### config.mk
export PLATFORM = sky130hd
export DESIGN_NAME = simon_sequence_store
export DESIGN_NICKNAME = d
export VERILOG_FILES = /design/src/rtl/simon_sequence_store.sv
export SDC_FILE = /design/constraint.sdc
export NUM_CORES = 1
export LEC_CHECK = 0
export CORE_MARGIN = 3
export CORE_UTILIZATION = 45
export DETAILED_ROUTE_END_ITERATION = 10
export PLACE_DENSITY_LB_ADDON = 0.1
export SLEW_MARGIN = 20
export SYNTH_ARGS = -nofsm -noshare
export SYNTH_HDL_FRONTEND = slang
export SYNTH_SLANG_ARGS = --single-unit
export TNS_END_PERCENT = 30
### constraint.sdc
create_clock -name clk -period 3 [get_ports clk]
set_input_delay 0.75 -clock clk [delete_from_list [all_inputs] [get_ports clk]]
set_output_delay 0.75 -clock clk [all_outputs]
set_load 0.01 [all_outputs]
### src/rtl/simon_sequence_store.sv
// Colour-sequence memory for the Simon Says core: appends colours, replays them over a
// valid/ready stream, and checks player guesses against them one handshake at a time.
module simon_sequence_store #(
    parameter int unsigned COLOUR_W = 2,
    parameter int unsigned DEPTH    = 32,
    parameter int unsigned LEN_W    = $clog2(DEPTH + 1)
) (
    input  logic                clk,
    input  logic                reset,
    input  logic                clear_i,
    input  logic                append_valid_i,
    input  logic [COLOUR_W-1:0] append_colour_i,
    output logic                append_ready_o,
    input  logic                play_start_i,
    input  logic                check_start_i,
    input  logic                abort_i,
    output logic                out_valid_o,
    input  logic                out_ready_i,
    output logic [COLOUR_W-1:0] out_colour_o,
    output logic                out_last_o,
    input  logic                guess_valid_i,
    input  logic [COLOUR_W-1:0] guess_colour_i,
    output logic                guess_ready_o,
    output logic [LEN_W-1:0]    length_o,
    output logic                full_o,
    output logic                busy_o,
    output logic                done_o,
    output logic                pass_o,
    output logic                fail_o
);

    localparam int unsigned PTR_W = $clog2(DEPTH);

    typedef enum logic [1:0] {StIdle, StPlay, StCheck} state_e;

    state_e              state_q, state_d;
    logic [PTR_W-1:0]    ptr_q, ptr_d;
    logic [LEN_W-1:0]    length_q, length_d;
    logic                done_q, done_d;
    logic                pass_q, pass_d;
    logic                fail_q, fail_d;
    logic                wr_en;
    logic                is_full;
    logic                at_last;
    logic [COLOUR_W-1:0] rd_colour;
    logic [COLOUR_W-1:0] mem [DEPTH];

    assign is_full   = (length_q == LEN_W'(DEPTH));
    assign at_last   = (LEN_W'(ptr_q) == (length_q - LEN_W'(1)));
    assign rd_colour = mem[ptr_q];

    // State and control registers
    always_ff @(posedge clk) begin
        if (reset) begin
            state_q  <= StIdle;
            ptr_q    <= '0;
            length_q <= '0;
            done_q   <= 1'b0;
            pass_q   <= 1'b0;
            fail_q   <= 1'b0;
        end else begin
            state_q  <= state_d;
            ptr_q    <= ptr_d;
            length_q <= length_d;
            done_q   <= done_d;
            pass_q   <= pass_d;
            fail_q   <= fail_d;
        end
    end

    // Storage is deliberately not cleared; only length bounds what is valid.
    always_ff @(posedge clk) begin
        if (wr_en && !reset) begin
            mem[length_q[PTR_W-1:0]] <= append_colour_i;
        end
    end

    always_comb begin
        state_d  = state_q;
        ptr_d    = ptr_q;
        length_d = length_q;
        done_d   = 1'b0;
        pass_d   = 1'b0;
        fail_d   = 1'b0;
        wr_en    = 1'b0;
        unique case (state_q)
            StIdle: begin
                if (clear_i) begin
                    length_d = '0;
                end else begin
                    if (append_valid_i && !is_full) begin
                        wr_en    = 1'b1;
                        length_d = length_q + LEN_W'(1);
                    end
                    // Start qualifies on the sampled length; a same-cycle append still
                    // lands before the first read.
                    if (length_q != '0) begin
                        if (play_start_i) begin
                            state_d = StPlay;
                            ptr_d   = '0;
                        end else if (check_start_i) begin
                            state_d = StCheck;
                            ptr_d   = '0;
                        end
                    end
                end
            end
            StPlay: begin
                if (abort_i) begin
                    state_d = StIdle;
                end else if (out_ready_i) begin
                    if (at_last) begin
                        state_d = StIdle;
                        done_d  = 1'b1;
                    end else begin
                        ptr_d = ptr_q + PTR_W'(1);
                    end
                end
            end
            StCheck: begin
                if (abort_i) begin
                    state_d = StIdle;
                end else if (guess_valid_i) begin
                    if (guess_colour_i != rd_colour) begin
                        state_d = StIdle;
                        fail_d  = 1'b1;
                    end else if (at_last) begin
                        state_d = StIdle;
                        pass_d  = 1'b1;
                    end else begin
                        ptr_d = ptr_q + PTR_W'(1);
                    end
                end
            end
            default: state_d = StIdle;
        endcase
    end

    always_comb begin
        out_valid_o    = (state_q == StPlay);
        out_colour_o   = out_valid_o ? rd_colour : '0;
        out_last_o     = out_valid_o && at_last;
        guess_ready_o  = (state_q == StCheck);
        busy_o         = (state_q != StIdle);
        append_ready_o = (state_q == StIdle) && !is_full;
        length_o       = length_q;
        full_o         = is_full;
        done_o         = done_q;
        pass_o         = pass_q;
        fail_o         = fail_q;
    end

endmodule

# After elaboration in Yosys (flattened, before gate mapping)

Memories as Yosys holds them, arrays and structs flattened. A register that Yosys moved wholly into a read port is not among the register bits.
Index checks and enable logic that the tools add are counted.

Word-level logic and storage cells: 80
Output and inout bits: 17
Bits in writable memories: 64
Bits in registers: 16
Memories: 1

Multiplexer cells: 34
Equality and inequality tests: 15
Reductions and logical operators: 17
Bitwise logic cells: 4
Add/subtract/negate cells: 3

Memory list:

| memory | depth | bits a word | read ports | clocked after memory_dff | write ports | RTL line | RTL |
|---|---|---|---|---|---|---|---|
| mem    | 32    | 2           | 1          | 1                        | 1           | 46       | `logic [COLOUR_W-1:0] mem [DEPTH];` |

Operator list:

| kind                | count |
|---|---|
| $mux 5              | 12 |
| $mux 2              | 11 |
| $pmux 5 s3          | 1 |
| $mux 6              | 2 |
| $ne 2x2->1 const B  | 6 |
| $reduce_and 9->1    | 1 |
| $reduce_or 4->1     | 2 |
| $mux 1              | 7 |
| $add 6x1->6 const B | 1 |
| $eq 5x6->1          | 1 |
| $eq 6x6->1 const B  | 1 |
| $ne 3x3->1 const B  | 2 |
| $pmux 2 s3          | 1 |
| $reduce_bool 6->1   | 1 |
| $sub 6x1->6 const B | 1 |
| $add 5x1->5 const B | 1 |
| $reduce_and 5->1    | 1 |
| $reduce_or 5->1     | 1 |
| $logic_and 1x1->1   | 4 |
| $not 1->1           | 4 |
| $reduce_bool 2->1   | 2 |
| $ne 3x2->1 const B  | 1 |
| $reduce_bool 3->1   | 1 |
| $eq 2x1->1 const B  | 1 |
| other kinds (6)     | 7 |

# Depth between registers and ports, before layout

Gate-level depths: netlist (run 1).

Depth after elaboration: 9
Depth in mapped cells: 11

# Least setup slack after synthesis (run 1)

OpenSTA, ideal clock, no wires.

Kind: reg-to-reg
From: reg length_q[0], in the netlist length_o[0]
To: reg (tool-made name)
Data required time: 2923 ps
Arrival time: 2709 ps
Library setup time: 77 ps
Path slack: 214 ps
Cell stages (with the launch flop): 12
Cells stage by stage: dfxtp_1 clkbuf_1 inv_1 ha_1 or3b_2 nor3_1 o31ai_1 nand4b_1 or2_2 clkbuf_1 or4_1 a21oi_1

RTL lines:

| what                   | RTL line | RTL |
|---|---|---|
| start, declared        | 38       | `logic [LEN_W-1:0] length_q, length_d;` |
| start signal, assigned | 64       | `length_q <= length_d;` |

==> results of run 1 <==
==> flip-flops by register name (all words and copies together) (netlist names), named ones only <==
signal / flops
ptr_q: 5
pass_o: 1
mem: 64
done_o: 1
length_o: 6
state_q: 2
fail_o: 1
==> logic make-up (layout without fill, tap and decap cells) <==
logic type / after synthesis / in the layout / synth area share (%)
buffers and inverters: 28 / 75 / 3.73
muxes: 28 / 28 / 7.02
xor gates and xnor gates: 8 / 8 / 1.76
AOI/OAI and AO/OA: 56 / 56 / 10.0
DFF: 85 / 85 / 58.7
adders and majority gates: 9 / 9 / 2.82
and+or+nand+nor: 127 / 127 / 15.9
==> report_power, final <==
| group | internal, W | switching [W] | leakage (nW) |
|---|---|---|---|
| Combinational | 0.000328 | 0.000439 | 0.764 |
| Sequential | 0.00130 | 0.0000373 | 0.746 |
| Clock | 0.000305 | 0.000420 | 0.0888 |
| Total | 0.00193 | 0.000897 | 1.60 |
==> worst max-delay path: cells and delay by family, from the launching register on <==
family	cells	cell delay [ns]
flip-flops	1	0.38
AO/OA/AOI/OAI	3	0.57
multiplexers	1	0.11
AND/OR/NAND/NOR	1	0.15
buffers and inverters	2	0.54
==> stage by stage <==
stage | setup slack (ns) | power (W) | utilization [%]
3_5_place_dp | -0.0186 | 0.00207 | 52.9
3_3_place_gp | 0.0221 | 0.00206 | 52.9
6_report | 0.152 | 0.00282 | 56.5
5_1_grt | -0.00586 | 0.00297 | 56.5
4_1_cts | -0.106 | 0.00282 | 56.1
2_1_floorplan | 0.214 | 0.00182 | -
==> worst min path at each step <==
| stage | to |
|---|---|
| floorplan | flop |
| global placement | ptr_q[4] |
| detailed placement | ptr_q[4] |
| CTS | ptr_q[4] |
| global route | state_q[1] |
| finish | state_q[1] |
==> synth_stat cells (2+ instances only) <==
cell,number
a211oi_1,5
a21oi_1,10
a22oi_1,13
a2bb2oi_1,2
and2_1,4
and3_1,6
buf_6,3
clkbuf_1,9
dfxtp_1,21
edfxtp_1,64
ha_1,9
inv_1,13
mux2i_1,28
nand2_1,18
nand2b_1,4
nand3_1,10
nand3b_1,4
nand4_1,2
nand4b_1,3
nor2_1,50
nor2b_1,6
nor3_1,5
o21a_1,3
o21ai_0,7
o22ai_1,3
o31ai_1,7
o31ai_2,2
or3_1,6
or3b_2,3
or4_1,3
xnor2_1,3
xor2_1,5
==> layout make-up <==
class | count | area [um2] | share of cell area (%)
sequential | 85 | 2350 | 49.3
multi-input combinational | 228 | 1590 | 33.5
timing repair buffer | 47 | 464 | 9.75
tap | 105 | 131 | 2.76
clock buffer | 9 | 124 | 2.60
clock inverter | 6 | 50.0 | 1.05
inverter | 13 | 48.8 | 1.03
==> routing by layer <==
metal	vias to the layer above	global-route usage, %	part of all wire, %
li1	1344	-	-
met1	1340	27.9	50
met2	66	27.6	44
met3	11	2.71	4.4
met4	0	6.84	1.6
met5	-	0	0
==> timing repair <==
| action | in CTS | in global routing |
|---|---|---|
| pin swaps | 2 | 2 |
| resized for setup | 19 | 8 |
| setup endpoints to repair | 5 | 3 |
| cloned | 1 | 0 |
==> impl_metrics.csv, run 1 <==
group,metric,value,unit
timing,number_of_failing_setup_endpoints_in_the_final_timing_report,0,
yosys,netlist_top_cells_area,"edfxtp_1 (48%), dfxtp_1 (11%), mux2i_1 (7.0%), nor2_1 (4.7%), ha_1 (2.8%)",
clock_tree,clock_latency_on_the_worst_skew_pair,0.35,ns
grt,grt.overflow.total,0,
placement,io_buf_count,29,
die,num_io_pins,30,
grt,largest_net_degree_at_the_start_of_global_routing,33,
finish,fillerInstances,736,
finish,layout.cells.most_common_list,"edfxtp_1 (64), nor2_1 (48), mux2i_1 (28)",
drt,postRouteAntennaNets,0,
yosys,postSynthAreaPerCell,11.7,um2
yosys,post_synth_num_cell_types,42,
worst_setup_path,critPathCaptureType,"output port",
drt,routed_wl,8790,um
worst_setup_path,rr_worst_depth,9,
drt,first_iter_violations,164,
clock_tree,hold_buffers,0,
clock_tree,cts_tree,"done",
worst_setup_path,worstSetupPathType,"reg2out",
worst_setup_path,worst_path_max_delay_cell,"dfxtp_4",
clock_tree,clk_pin_slew_worst_paths,0.09,ns
finish,stdcell_count,493,
worst_setup_path,worstSetupEndpoint,"out_colour_o[1]",
worst_setup_path,critical_path.cell_chain,"bufbuf_16 > mux2i_1 > a22oi_1 > nand2_1 > o31ai_4 > o21a_1 > dlygate4sd2_1",
worst_hold_path,timing.hold.worst.class,"reg2reg",
timing,layout_min_cycle_time,2.85,ns
drt,route.vias.total,2761,
worst_hold_path,hold-path-cell-count,2,
clock_tree,maximum_count_of_clock_buffers_along_a_single_path,2,
yosys,dominant_synthesized_flop_cell,"edfxtp_1",
timing,max-slew-margin-rel,57.0,%
finish,area_added_between_synthesis_and_finish,19.3,%
outcome,outcome,"finished clean",
timing,clock_skew,0.00678,ns
die,core.rowCount,33,
yosys,synth.largest_area_cell,"edfxtp_1",
finish,final_cell_area,4760,um2
yosys,ys_seq_area_share,58.7,%
clock_tree,htree_levels,3,
timing,layout_worst_path_cycle_share,94.9,%
drt,routed_wire_length_per_instance,17.8,um
finish,net_total_in_the_final_layout,406,
worst_setup_path,largest_driver_fanout_on_the_critical_path,7,
timing,worst_hold_slack_after_final_layout,0.549,ns
drt,vias_per_cell,5.60,
grt,grt_first_pass_wirelength,14200,um
finish,drive_above_1_share,14.2,%
worst_setup_path,arrival,2.10,ns
yosys,synth.ff_latch_count,85,
worst_setup_path,kind_of_launch_point_of_the_worst_setup_path,"flop",
yosys,count_of_flip_flops_with_a_built_in_enable_after_synthesis,64,
timing,timing.final.hold_violations,0,
timing,timing_max_transition_violations_final,0,
yosys,synth_nets,363,
worst_setup_path,r2r_setup_slack,0.20,ns
grt,track_usage,18.6,%
placement,placedInstanceArea,4450,um2
yosys,synth-warning-count,0,
pwr,power.static_leakage,1.60,nW
die,die_width,100,um
yosys,netlist.area_leader.share,48.2,%
job,max_cap_violations,0,
finish,most_common_cell_after_layout_fill_and_taps_aside,"edfxtp_1",
placement,place_hpwl,6170,um
clock_tree,cts_made_buffers,9,
drt,first_pass_iters,4,
finish,num_antenna_cells,0,
timing,fmaxAchievable,351,MHz
grt,vias_in_the_first_global_route,2742,
pwr,power-per-cell-area,594,nW/um2
yosys,number_of_standard_cells_after_synthesis,341,
clock_tree,clock_sink_total,85,
yosys,synth.cell_area,3990,um2
die,dieArea,10000,um2
grt,antenna_found_initial,0,
timing,setup-tns-final,0,ns
placement,place.gp.congestion,0.822,
pwr,power.ir.vdd_worst,231,uV
clock_tree,clk_root_buffer_cell,"clkbuf_8",
worst_hold_path,worstHoldStart,"state_q[1]",
clock_tree,post-cts-setup-buffers,0,
die,coreArea,8420,um2
worst_setup_path,worstPathRequired,2.25,ns
die,starting_density_of_the_core,47.4,%
die,dieHeight,100,um
worst_setup_path,cp_slowest_stage_delay,0.38,ns
placement,place_inst,477,
timing,worst_slew_pin_slew,0.639,ns
drt,post-route-drc-count,0,
yosys,fraction_of_synthesis_flops_using_an_asynchronous_set_or_reset_pin,0,%
(Power assumes the default switching activity.)
==> run 2: changes to the inputs <==
HOLD_SLACK_MARGIN = 0.03   (was unset)
SLEW_MARGIN = unset   (was 20)
clock period = 3.3 ns   (was 3 ns; I/O delays follow)
==> impl_metrics.csv, run 2 (same netlist as run 1, synthesis figures left out) <==
group,metric,value,unit
outcome,outcome,"finished clean",
drt,routed_wire_length_per_instance,17.5,um
timing,layout_min_cycle_time,3.25,ns
worst_setup_path,arrival,2.42,ns
pwr,power.ir.vdd_worst,226,uV
die,dieHeight,100,um
grt,track_usage,18.1,%
drt,route.vias.total,2633,
clock_tree,cts_made_buffers,9,
clock_tree,clock_latency_on_the_worst_skew_pair,0.35,ns
die,starting_density_of_the_core,47.4,%
grt,vias_in_the_first_global_route,2620,
placement,place_hpwl,6210,um
finish,most_common_cell_after_layout_fill_and_taps_aside,"edfxtp_1",
die,core.rowCount,33,
pwr,power-per-cell-area,540,nW/um2
finish,fillerInstances,748,
finish,layout.cells.most_common_list,"edfxtp_1 (64), nor2_1 (50), mux2i_1 (28), clkdlybuf4s50_1 (28), dfxtp_1 (20)",
worst_hold_path,timing.hold.worst.class,"reg2reg",
timing,fmaxAchievable,308,MHz
worst_setup_path,worstSetupPathType,"reg2out",
timing,layout_worst_path_cycle_share,98.5,%
grt,grt_first_pass_wirelength,13800,um
finish,final_cell_area,4660,um2
finish,max_reg_flops,64,
die,die_width,100,um
drt,vias_per_cell,5.35,
grt,antenna_found_initial,0,
drt,first_iter_violations,142,
die,num_io_pins,30,
timing,worst_slew_pin_slew,0.509,ns
worst_setup_path,critPathCaptureType,"output port",
clock_tree,clk_pin_slew_worst_paths,0.08,ns
timing,timing_max_transition_violations_final,0,
clock_tree,clock_sink_total,85,
clock_tree,cts_tree,"done",
clock_tree,maximum_count_of_clock_buffers_along_a_single_path,2,
timing,number_of_failing_setup_endpoints_in_the_final_timing_report,0,
drt,postRouteAntennaNets,0,
die,dieArea,10000,um2
drt,first_pass_iters,4,
timing,clock_skew,0.0115,ns
finish,multi_input_area,1550,um2
worst_setup_path,largest_driver_fanout_on_the_critical_path,11,
timing,finalWorstSetupSlack,0.0503,ns
finish,net_total_in_the_final_layout,404,
placement,io_buf_count,29,
finish,postLayoutCoreUtil,55.3,%
worst_setup_path,kind_of_launch_point_of_the_worst_setup_path,"flop",
grt,grt.overflow.total,0,
clock_tree,hold_buffers,0,
worst_setup_path,worstPathRequired,2.47,ns
timing,rsz0062_at_grt,"true",
finish,drive_above_1_share,13.2,%
pwr,power.static_leakage,1.54,nW
drt,routed_wl,8610,um
finish,area_added_between_synthesis_and_finish,16.8,%
die,coreArea,8420,um2
timing,timing.final.hold_violations,0,
grt,largest_net_degree_at_the_start_of_global_routing,33,
finish,ff_latch_area,2350,um2
clock_tree,clk_root_buffer_cell,"clkbuf_8",
job,max_cap_violations,0,
placement,placedInstanceArea,4430,um2
placement,place.gp.congestion,0.776,
timing,max-slew-margin-rel,66.0,%
placement,preCtsSetupSlack,0.294,ns
finish,num_antenna_cells,0,
drt,post-route-drc-count,0,
clock_tree,htree_levels,3,
## run 2: cell types whose count changed in the layout (fill, tap and decap cells not counted), moves of 3 or more
cell,delta
dlygate4sd2_1,-4
o31ai_2,+4
clkdlybuf4s50_1,+4
clkinvlp_4,+3
o31ai_4,-4
clkinv_4,-4
## run 2: power breakdown
part	switching (W)	internal (W)
Clock	0.000365	0.000277
Sequential	0.0000330	0.00118
Combinational	0.000375	0.000290
Total	0.000773	0.00174
## run 2: cell type report
cell class	count	share of cell area (%)
Sequential cell	85	50.3
Multi-Input combinational cell	228	33.2
Timing Repair Buffer	45	8.86
Tap cell	105	2.82
Clock buffer	10	2.74
Inverter	13	1.05
Clock inverter	6	0.966
## run 2: repair_timing
| action | 4_1_cts | 5_1_grt |
|---|---|---|
| resized for setup | 2 | 11 |
| setup buffers | 0 | 0 |
| setup endpoints to repair | 3 | 5 |
| pin swaps | 0 | 1 |
## run 2: worst max-delay path, cell delays in order, from the launching register on
cell and delay [ns]:
dfxtp_4 0.47, buf_4 0.23, mux2i_1 0.11, a22oi_1 0.28, nand3_1 0.17, o31ai_2 0.12
o21a_1 0.18, clkdlybuf4s50_1 0.53
## run 2: worst paths after layout
path | end | slack [ns] | from | depth (start not counted)
worst min-delay path | flop | 0.56 | ptr_q[1] | 2
worst max register to register | flop | 0.51 | flop | 9
worst max-delay path | out_colour_o[0] | 0.05 | flop | 7
worst min register to register | flop | 0.56 | ptr_q[1] | 2
## run 2: stage by stage
step	total power, W	cells	hold slack (ns)	TNS (ns)
detailed placement	0.00189	476	0.536	0
CTS	0.00253	492	0.557	0
floorplan	0.00166	341	0.477	0
global placement	0.00188	476	0.530	0
finish	0.00252	492	0.556	0
global route	0.00266	492	0.603	-0.0263
## run 2: layer usage
layer | vias to the layer above | routed length [um] | global-route usage, % | share of wire [%]
met1 | 1256 | 4240 | 26.9 | 49
li1 | 1329 | - | - | -
met3 | 2 | 406 | 3.54 | 4.7
met5 | - | 0 | 0 | 0
met2 | 46 | 3910 | 26.7 | 45
met4 | 0 | 42 | 6.01 | 0.49
==> run 3: changes to the inputs <==
ABC_AREA = 1   (was unset)
==> impl_metrics.csv, run 3 <==
group,metric,value,unit
timing,layout_worst_path_cycle_share,94.7,%
clock_tree,clk_root_buffer_cell,"clkbuf_8",
finish,area_added_between_synthesis_and_finish,13.5,%
yosys,post_synth_num_cell_types,36,
die,core.rowCount,34,
timing,max-slew-margin-rel,67.6,%
outcome,outcome,"finished clean",
finish,max_reg_flops,64,
worst_setup_path,arrival,2.30,ns
die,coreArea,8850,um2
finish,layout.cells.most_common_list,"nand2_1 (122), nand3_1 (68), edfxtp_1 (64)",
drt,post-route-drc-count,0,
yosys,synth_common_cells,"nand2_1 (122), nand3_1 (68), edfxtp_1 (64)",
yosys,dominant_synthesized_flop_cell,"edfxtp_1",
worst_setup_path,cp-startpoint,"length_o[0]",
timing,clock_skew,0.0143,ns
worst_setup_path,kind_of_launch_point_of_the_worst_setup_path,"flop",
finish,net_total_in_the_final_layout,495,
clock_tree,cts_made_buffers,9,
drt,postRouteAntennaNets,0,
timing,fmaxAchievable,320,MHz
grt,antenna_found_initial,0,
yosys,postSynthAreaPerCell,9.47,um2
die,dieHeight,102,um
die,num_io_pins,30,
yosys,number_of_standard_cells_after_synthesis,440,
yosys,fraction_of_synthesis_flops_using_an_asynchronous_set_or_reset_pin,0,%
timing,setup-tns-final,0,ns
clock_tree,clk_pin_slew_worst_paths,0.09,ns
yosys,netlist.area_leader.share,46.1,%
clock_tree,post-cts-setup-buffers,0,
drt,routed_wire_length_per_instance,15.5,um
worst_hold_path,timing.hold.worst.class,"reg2reg",
worst_setup_path,critical_path_buf_inv_count,2,
worst_setup_path,critPathCaptureType,"output port",
worst_setup_path,critical_path.cell_chain,"inv_1 > ha_4 > xnor2_2 > xor2_1 > nand2_1 > nor3_2 > nand2_2 > nor2_1 > clkdlybuf4s50_1",
job,max_cap_violations,0,
finish,most_common_cell_after_layout_fill_and_taps_aside,"nand2_1",
grt,largest_net_degree_at_the_start_of_global_routing,33,
timing,layout_min_cycle_time,3.12,ns
timing,rsz0062_at_grt,"false",
worst_setup_path,worstReg2RegStart,"length_o[1]",
drt,first_pass_iters,4,
yosys,synth.ff_latch_count,85,
yosys,yosys.cell_count.top_type,"nand2_1",
grt,grt.overflow.total,0,
drt,vias_per_cell,5.09,
yosys,netlist_top_cells_area,"edfxtp_1 (46%), nand2_1 (11%), dfxtp_1 (10%), nand3_1 (8.2%), nor2_1 (4.3%)",
worst_setup_path,worstSetupPathType,"reg2out",
placement,placedInstanceArea,4520,um2
drt,routed_wl,9060,um
drt,route.vias.total,2985,
yosys,count_of_flip_flops_with_a_built_in_enable_after_synthesis,64,
pwr,power-per-cell-area,438,nW/um2
timing,number_of_failing_setup_endpoints_in_the_final_timing_report,0,
clock_tree,clock_sink_total,85,
drt,first_iter_violations,244,
yosys,synth_nets,462,
clock_tree,htree_levels,3,
placement,place_hpwl,6450,um
yosys,synth-warning-count,0,
placement,io_buf_count,29,
yosys,synth.largest_area_cell,"edfxtp_1",
pwr,power.ir.vdd_worst,207,uV
worst_setup_path,cp_slowest_stage_delay,0.54,ns
finish,fillerInstances,800,
die,die_width,102,um
clock_tree,maximum_count_of_clock_buffers_along_a_single_path,2,
grt,grt_first_pass_wirelength,14800,um
timing,worst_hold_slack_after_final_layout,0.518,ns
timing,timing_max_transition_violations_final,0,
yosys,ys_seq_area_share,56.2,%
clock_tree,clock_latency_on_the_worst_skew_pair,0.35,ns
worst_hold_path,worstHoldStart,"state_q[1]",
worst_setup_path,worst_path_max_delay_cell,"clkdlybuf4s50_1",
worst_setup_path,worst_path_dominant_cell_family,"buffers and inverters",
finish,drive_above_1_share,12.3,%
worst_setup_path,largest_driver_fanout_on_the_critical_path,6,
die,starting_density_of_the_core,47.1,%
pwr,power.static_leakage,1.75,nW
timing,worst_slew_pin_slew,0.485,ns
die,dieArea,10500,um2
clock_tree,cts_tree,"done",
yosys,synth.cell_area,4170,um2
worst_setup_path,worstPathRequired,2.47,ns
grt,vias_in_the_first_global_route,2884,
finish,final_cell_area,4730,um2
grt,track_usage,18.9,%
placement,place.gp.congestion,0.861,
finish,num_antenna_cells,0,
timing,timing.final.hold_violations,0,
==> run 3: worst paths after layout <==
kind / to / slack (ns) / cells past startpoint
worst max-delay path: out_last_o / 0.18 / 9
worst min-delay path: state_q[1] / 0.52 / 2
worst max register to register: mem[28][0] / 0.93 / 13
worst min register to register: state_q[1] / 0.52 / 2
==> run 3: what timing repair did <==
action	4_1_cts	5_1_grt
hold endpoints to repair	0	0
resized for setup	1	8
setup endpoints to repair	1	3
hold buffers	0	0
==> run 3: power breakdown <==
group | total, W | internal [W] | switching, W
logic | 0.000247 | 0.0000955 | 0.000152
registers | 0.00116 | 0.00115 | 0.00000581
clock network | 0.000663 | 0.000281 | 0.000382
==> run 3: logic make-up (layout without fill, tap and decap cells) <==
group,Yosys count,count (layout),share of synthesized area (%)
simple gates,260,260,27.5
flops,85,85,56.2
buf+inv,46,84,6.10
compound gates,25,25,4.17
xor+xnor,15,15,3.33
fa+ha+maj,9,9,2.70
==> run 3: stage by stage <==
| step | std cells | worst slack [ns] | util [%] | power, W |
|---|---|---|---|---|
| final | 586 | 0.176 | 53.4 | 0.00207 |
| after global routing | 586 | 0.00273 | 53.4 | 0.00217 |
| after CTS | 586 | 0.0482 | 53.1 | 0.00208 |
| after detailed placement | 570 | 0.398 | 51.1 | 0.00142 |
| after global placement | 570 | 0.440 | 51.1 | 0.00142 |
| after floorplan | 440 | 0.700 | - | 0.00135 |
==> run 3: layer usage <==
layer / wire (um) / track usage, %
met3: 362 / 3.48
met1: 4480 / 28.1
met4: 107 / 7.27
met2: 4100 / 27.5
met5: 0 / 0
==> run 3: area by class of cell <==
| class | instances | area, um2 | area share [%] |
|---|---|---|---|
| multi-input cells | 309 | 1580 | 33.5 |
| repair buffers | 38 | 370 | 7.83 |
| clock buffers | 10 | 128 | 2.70 |
| well taps | 108 | 135 | 2.86 |
| clock inverters | 6 | 45.0 | 0.953 |
| flip-flops and latches | 85 | 2340 | 49.6 |
| inverters | 30 | 121 | 2.57 |
==> run 3: worst reg2reg max path, delay by kind of cell, from the launching register on <==
| kind | cells | cell delay [ns] |
|---|---|---|
| buffers and inverters | 3 | 0.27 |
| AND/OR/NAND/NOR | 9 | 1.20 |
| adder cells (fa/ha/maj) | 1 | 0.20 |
| flip-flops | 1 | 0.38 |
==> edit 1: new RTL, flow settings as in run 1 <==
`DEPTH`: 32 -> 64.
--- a/src/rtl/simon_sequence_store.sv
+++ b/src/rtl/simon_sequence_store.sv
@@ -3,5 +3,5 @@
 module simon_sequence_store #(
     parameter int unsigned COLOUR_W = 2,
-    parameter int unsigned DEPTH    = 32,
+    parameter int unsigned DEPTH    = 64,
     parameter int unsigned LEN_W    = $clog2(DEPTH + 1)
 ) (
Ports: changed (resized length_o); port bits go from 30 to 31. The function was not compared with the original's and may differ.
==> edit 1 against run 1 <==
The flow now finishes with violations (setup timing). Sequential cell count rose by 67. Total power up 89%. Routed wire length grew 86%. Design area is 79% higher. Setup slack lost 0.54 ns. Synthesized cell count grew 46%. Clock skew shrank 0.00053 ns. Synthesized area increased by 71%. Largest cell class unchanged. Largest power group unchanged.
==> edit 1: results (changes against run 1) <==
| Metric | Value |
|---|---|
| Data arrival, critical path | `2.64 ns (+0.54 ns)` |
| Number of cells on the worst hold path | `1 (-1)` |
| Clock buffer depth | `2 (unchanged)` |
| CTS root buf | `clkbuf_16` |
| CTS H-tree depth | `4 (+1)` |
| Worst-case vdd ir drop | `0.386 mV (+67%)` |
| Setup ws final | `-0.389 ns (-0.541 ns)` |
| Tot GR Track Use | `20.7% (+2.1 points)` |
| Dpl ws | `-0.355 ns (-0.337 ns)` |
| Worst hold start | `append_colour_i[0]` |
| Worst Skew | `0.00626 ns (-0.000526 ns)` |
| Worst-Skew Late Latency | `0.42 ns (+0.07 ns)` |
| Synth area leaders | `edfxtp_1, mux4_2, dfxtp_1, nor2_1, ha_1` |
| Register area share after synthesis | `63.5% (+4.8 points)` |
| List of most frequent post-synthesis cells | `edfxtp_1, nor2_1, mux4_2, dfxtp_1, nand2_1` |
| Largest net degree at the start of global routing | `41 (+24%)` |
| Count of final setup violators | `19 (+19)` |
| Worst R2R Path Depth | `11 (+2)` |
| Main synth FF type | `edfxtp_1` |
| First drt pass iteration count | `5 (+1)` |
| Initial DRC Count | `363 (+120%)` |
| Worst-path clk slew | `0.06 ns (-0.03 ns)` |
| Initial antenna violation count | `0 (unchanged)` |
| Gpl congestion | `0.810 (-1.6%)` |
| Num CTS Buffers | `17 (+8)` |
| P_leak | `2.84 nW (+78%)` |
| Failing checks | `setup timing` |
| Setup TNS | `-3.02 ns (-3.02 ns)` |
| Number of port buffers | `30 (+3.4%)` |
| Count of flip-flops with a built-in enable after synthesis | `128 (+100%)` |
| FF-to-FF setup slack | `-0.20 ns (-0.40 ns)` |
| DP HPWL | `11.5 mm (+86%)` |
| Synth cell types | `63 (+50%)` |
| Yosys warns | `0 (unchanged)` |
| Largest register FFs | `128 (+100%)` |
| Max FO, Critical Path | `5 (-2)` |
| Final #Nets | `603 (+49%)` |
| Layout cells sized above 1 | `27.7% (+14 points)` |
| ANT cells | `0 (unchanged)` |
| Worst Hold Class | `in -> reg` |
| Syn_nets | `518 (+43%)` |
| Slew margin rel. | `67.6% (+11 points)` |
| Dpl cell area | `7710 µm² (+73%)` |
| Via count | `4,474 (+62%)` |
| Outcome | `complete, but fails checks` |
| FFs w/ async S/R, synth | `0% (unchanged)` |
| Final WL | `16.3 mm (+86%)` |
| Worst hold endpoint | `mem[43][0]` |
| Wire length of the first global-routing pass | `25.5 mm (+80%)` |
-- edit 1: worst max path at each step --
stage | slack, ns | from | end
global route | -0.46 | flop | out_colour_o[1]
CTS | -0.40 | flop | out_colour_o[1]
finish | -0.39 | flop | out_colour_o[1]
floorplan | 0.03 | length_o[0] | out_last_o
detailed placement | -0.36 | flop | out_colour_o[1]
global placement | -0.36 | flop | out_colour_o[1]
-- edit 1: routing by layer --
| metal | up-vias | track usage, % | wire length, µm |
|---|---|---|---|
| met2 | 144 | 32.0 | 7640 |
| met4 | 0 | 4.88 | 207 |
| met1 | 2249 | 29.6 | 7510 |
| li1 | 2066 | - | - |
| met5 | - | 0 | 0 |
| met3 | 15 | 5.40 | 970 |
-- edit 1: final cells by class --
class | count | area, µm²
clock buffer | 18 | 439
clock inverter | 14 | 160
fill | 1180 | 6130
inverter | 17 | 63.8
multi-input combinational | 300 | 2420
sequential | 152 | 4340
tap | 184 | 230
timing repair buffer | 94 | 862
-- edit 1: cell families (layout without fill, tap and decap cells) --
kind of cell,after synthesis,count (layout),share of synthesized area (%)
XOR/XNOR,7,7,0.900
flip-flops,152,152,63.5
buffers and inverters,45,143,2.70
adder cells (fa/ha/maj),8,8,1.47
AND/OR/NAND/NOR,180,180,12.6
AO/OA/AOI/OAI,62,62,7.07
multiplexers,43,43,11.7
-- edit 1: what timing repair did --
action,4_1_cts,5_1_grt
gates resized for setup,40,14
hold buffers,0,0
pin swaps,12,12
gates cloned,0,1
setup buffers,4,2
setup endpoints to repair,21,19
-- edit 1: per-stage QoR --
stage          util [%]  hold WS, ns  total power [mW]  std cells
6_report           58.2        0.553              5.33        779
5_1_grt            58.2        0.539              5.54        779
4_1_cts            57.8        0.539              5.36        778
3_5_place_dp       52.7        0.552              3.15        742
3_3_place_gp       52.7        0.561              3.14        742
2_1_floorplan         -        0.494              2.86        497
-- edit 1: power breakdown --
| group | internal (mW) | total, mW | switching, mW |
|---|---|---|---|
| registers | 2.31 | 2.33 | 0.0203 |
| logic | 0.397 | 0.860 | 0.463 |
| clock network | 1.27 | 2.14 | 0.869 |
| total | 3.97 | 5.33 | 1.35 |
-- edit 1: critical path, stage by stage, from the launching register on --
cell and delay (ns):
dfxtp_4 0.37, buf_12 0.11, mux4_2 0.49, mux4_2 0.49, and3b_1 0.18, a41o_1 0.24, o21a_1 0.20, buf_2 0.14
==> edit 2: new RTL, settings of run 1 <==
Without the edit above. Re-encode `state_e` (3 states) as one-hot, 3 bits wide.
--- a/src/rtl/simon_sequence_store.sv
+++ b/src/rtl/simon_sequence_store.sv
@@ -32,5 +32,5 @@
     localparam int unsigned PTR_W = $clog2(DEPTH);
 
-    typedef enum logic [1:0] {StIdle, StPlay, StCheck} state_e;
+    typedef enum logic [2:0] {StIdle = 3'b001, StPlay = 3'b010, StCheck = 3'b100} state_e;
 
     state_e              state_q, state_d;
Check against the original RTL: same outputs for any inputs over 10 cycles, from zero or initial values and one cycle with reset high; not proved beyond that.
==> edit 2 against run 1 <==
Sequential cell count grew 1. Design area grew 2.2%. First-iteration DRC count shrank 7.9%. Worst hold slack gained 0.027 ns. Routed wire length grew 6.2%. Critical endpoint is now out_colour_o[0]. Critical path depth grew 2. Setup slack lost 0.044 ns. Combinational power shrank 24%. Synthesized area grew 2.1%. Total power shrank 1.9%. Sequential share of layout area shrank 0.60 points. Core utilization shrank 1.0 points. Critical path type unchanged. Clock power grew 20%. Register-to-register slack gained 0.24 ns.
==> edit 2: results (changes against run 1) <==
| Metric | Value |
|---|---|
| Layout cells sized above 1 | `14.1% (-0.060 points)` |
| Register area share after synthesis | `58.0% (-0.73 points)` |
| Sw Pwr | `0.759 mW (-15%)` |
| Sequential share of cell area | `48.7% (-0.60 points)` |
| Syn_nets | `382 (+5.2%)` |
| Multi-input combinational area share | `33.1% (-0.42 points)` |
| Synth Area in XOR/XNOR | `1.29% (-0.47 points)` |
| Post-synthesis mux area share | `6.94% (-0.085 points)` |
| Avg Inst Size Synth | `11.2 µm² (-4.3%)` |
| Tot GR Track Use | `19.3% (+0.68 points)` |
| Data arrival, critical path | `2.14 ns (+0.04 ns)` |
| Synth cell types | `53 (+26%)` |
| Synth Instances | `364 (+6.7%)` |
| Worst slew pin tran | `0.488 ns (-0.151 ns)` |
| Adder-cell share of the synthesized area | `1.54% (-1.3 points)` |
| Clk sink count | `86 (+1.2%)` |
| DP Cell Count | `509 (+6.7%)` |
| Final cell count without fillers | `526 (+6.7%)` |
| Wire length of the first global-routing pass | `15.0 mm (+5.7%)` |
| Non-clock buffer share | `10.2% (+0.44 points)` |
| Outcome | `finished clean` |
| List of most frequent post-synthesis cells | `edfxtp_1, nor2_1, nand2_1, mux2i_1, dfxtp_1` |
| Dpl cell area | `4580 µm² (+2.9%)` |
| Worst Skew | `0.0126 ns (+0.00583 ns)` |
| Non-CTS buffers | `53 (+13%)` |
edit 2: power by group through the flow:
stage / sequential (mW) / combinational [mW] / clock [mW]
floorplan: 1.35 / 0.336 / 0
global placement: 1.35 / 0.568 / 0
detailed placement: 1.35 / 0.570 / 0
CTS: 1.32 / 0.578 / 0.885
global route: 1.32 / 0.654 / 0.931
finish: 1.32 / 0.581 / 0.872
edit 2: worst max-delay path, delay by kind of cell (launching register included):
family                 cells  cell delay [ns]
AND/OR/NAND/NOR            3             0.32
AO/OA/AOI/OAI              2             0.47
multiplexers               1             0.11
buffers and inverters      3             0.54
flip-flops                 1             0.37
edit 2: worst paths after layout:
path / from / end / slack (ns) / cells after the start
worst max-delay path: flop / out_colour_o[0] / 0.11 / 9
worst min-delay path: length_o[5] / length_o[5] / 0.58 / 2
worst max register to register: length_o[0] / mem[29][0] / 0.44 / 8
worst min register to register: length_o[5] / length_o[5] / 0.58 / 2
edit 2: metrics by stage:
stage / hold slack (ns) / utilization (%)
after floorplan: 0.484 / -
after global placement: 0.554 / 52.3
after detailed placement: 0.556 / 52.3
after CTS: 0.575 / 55.0
after global routing: 0.606 / 55.5
final: 0.576 / 55.5
edit 2: timing repair:
item	in CTS	in global routing
buffers inserted	0	2
endpoints found under the setup margin	3	4
gates resized for setup	10	4
gates cloned	0	0
pin swaps	2	3
edit 2: metal layers:
| layer | vias up | GRT usage [%] | part of all wire, % |
|---|---|---|---|
| met4 | 0 | 5.73 | 0.61 |
| met2 | 78 | 27.6 | 45 |
| li1 | 1431 | - | - |
| met5 | - | 0 | 0 |
| met1 | 1398 | 29.6 | 50 |
| met3 | 4 | 3.99 | 5.2 |
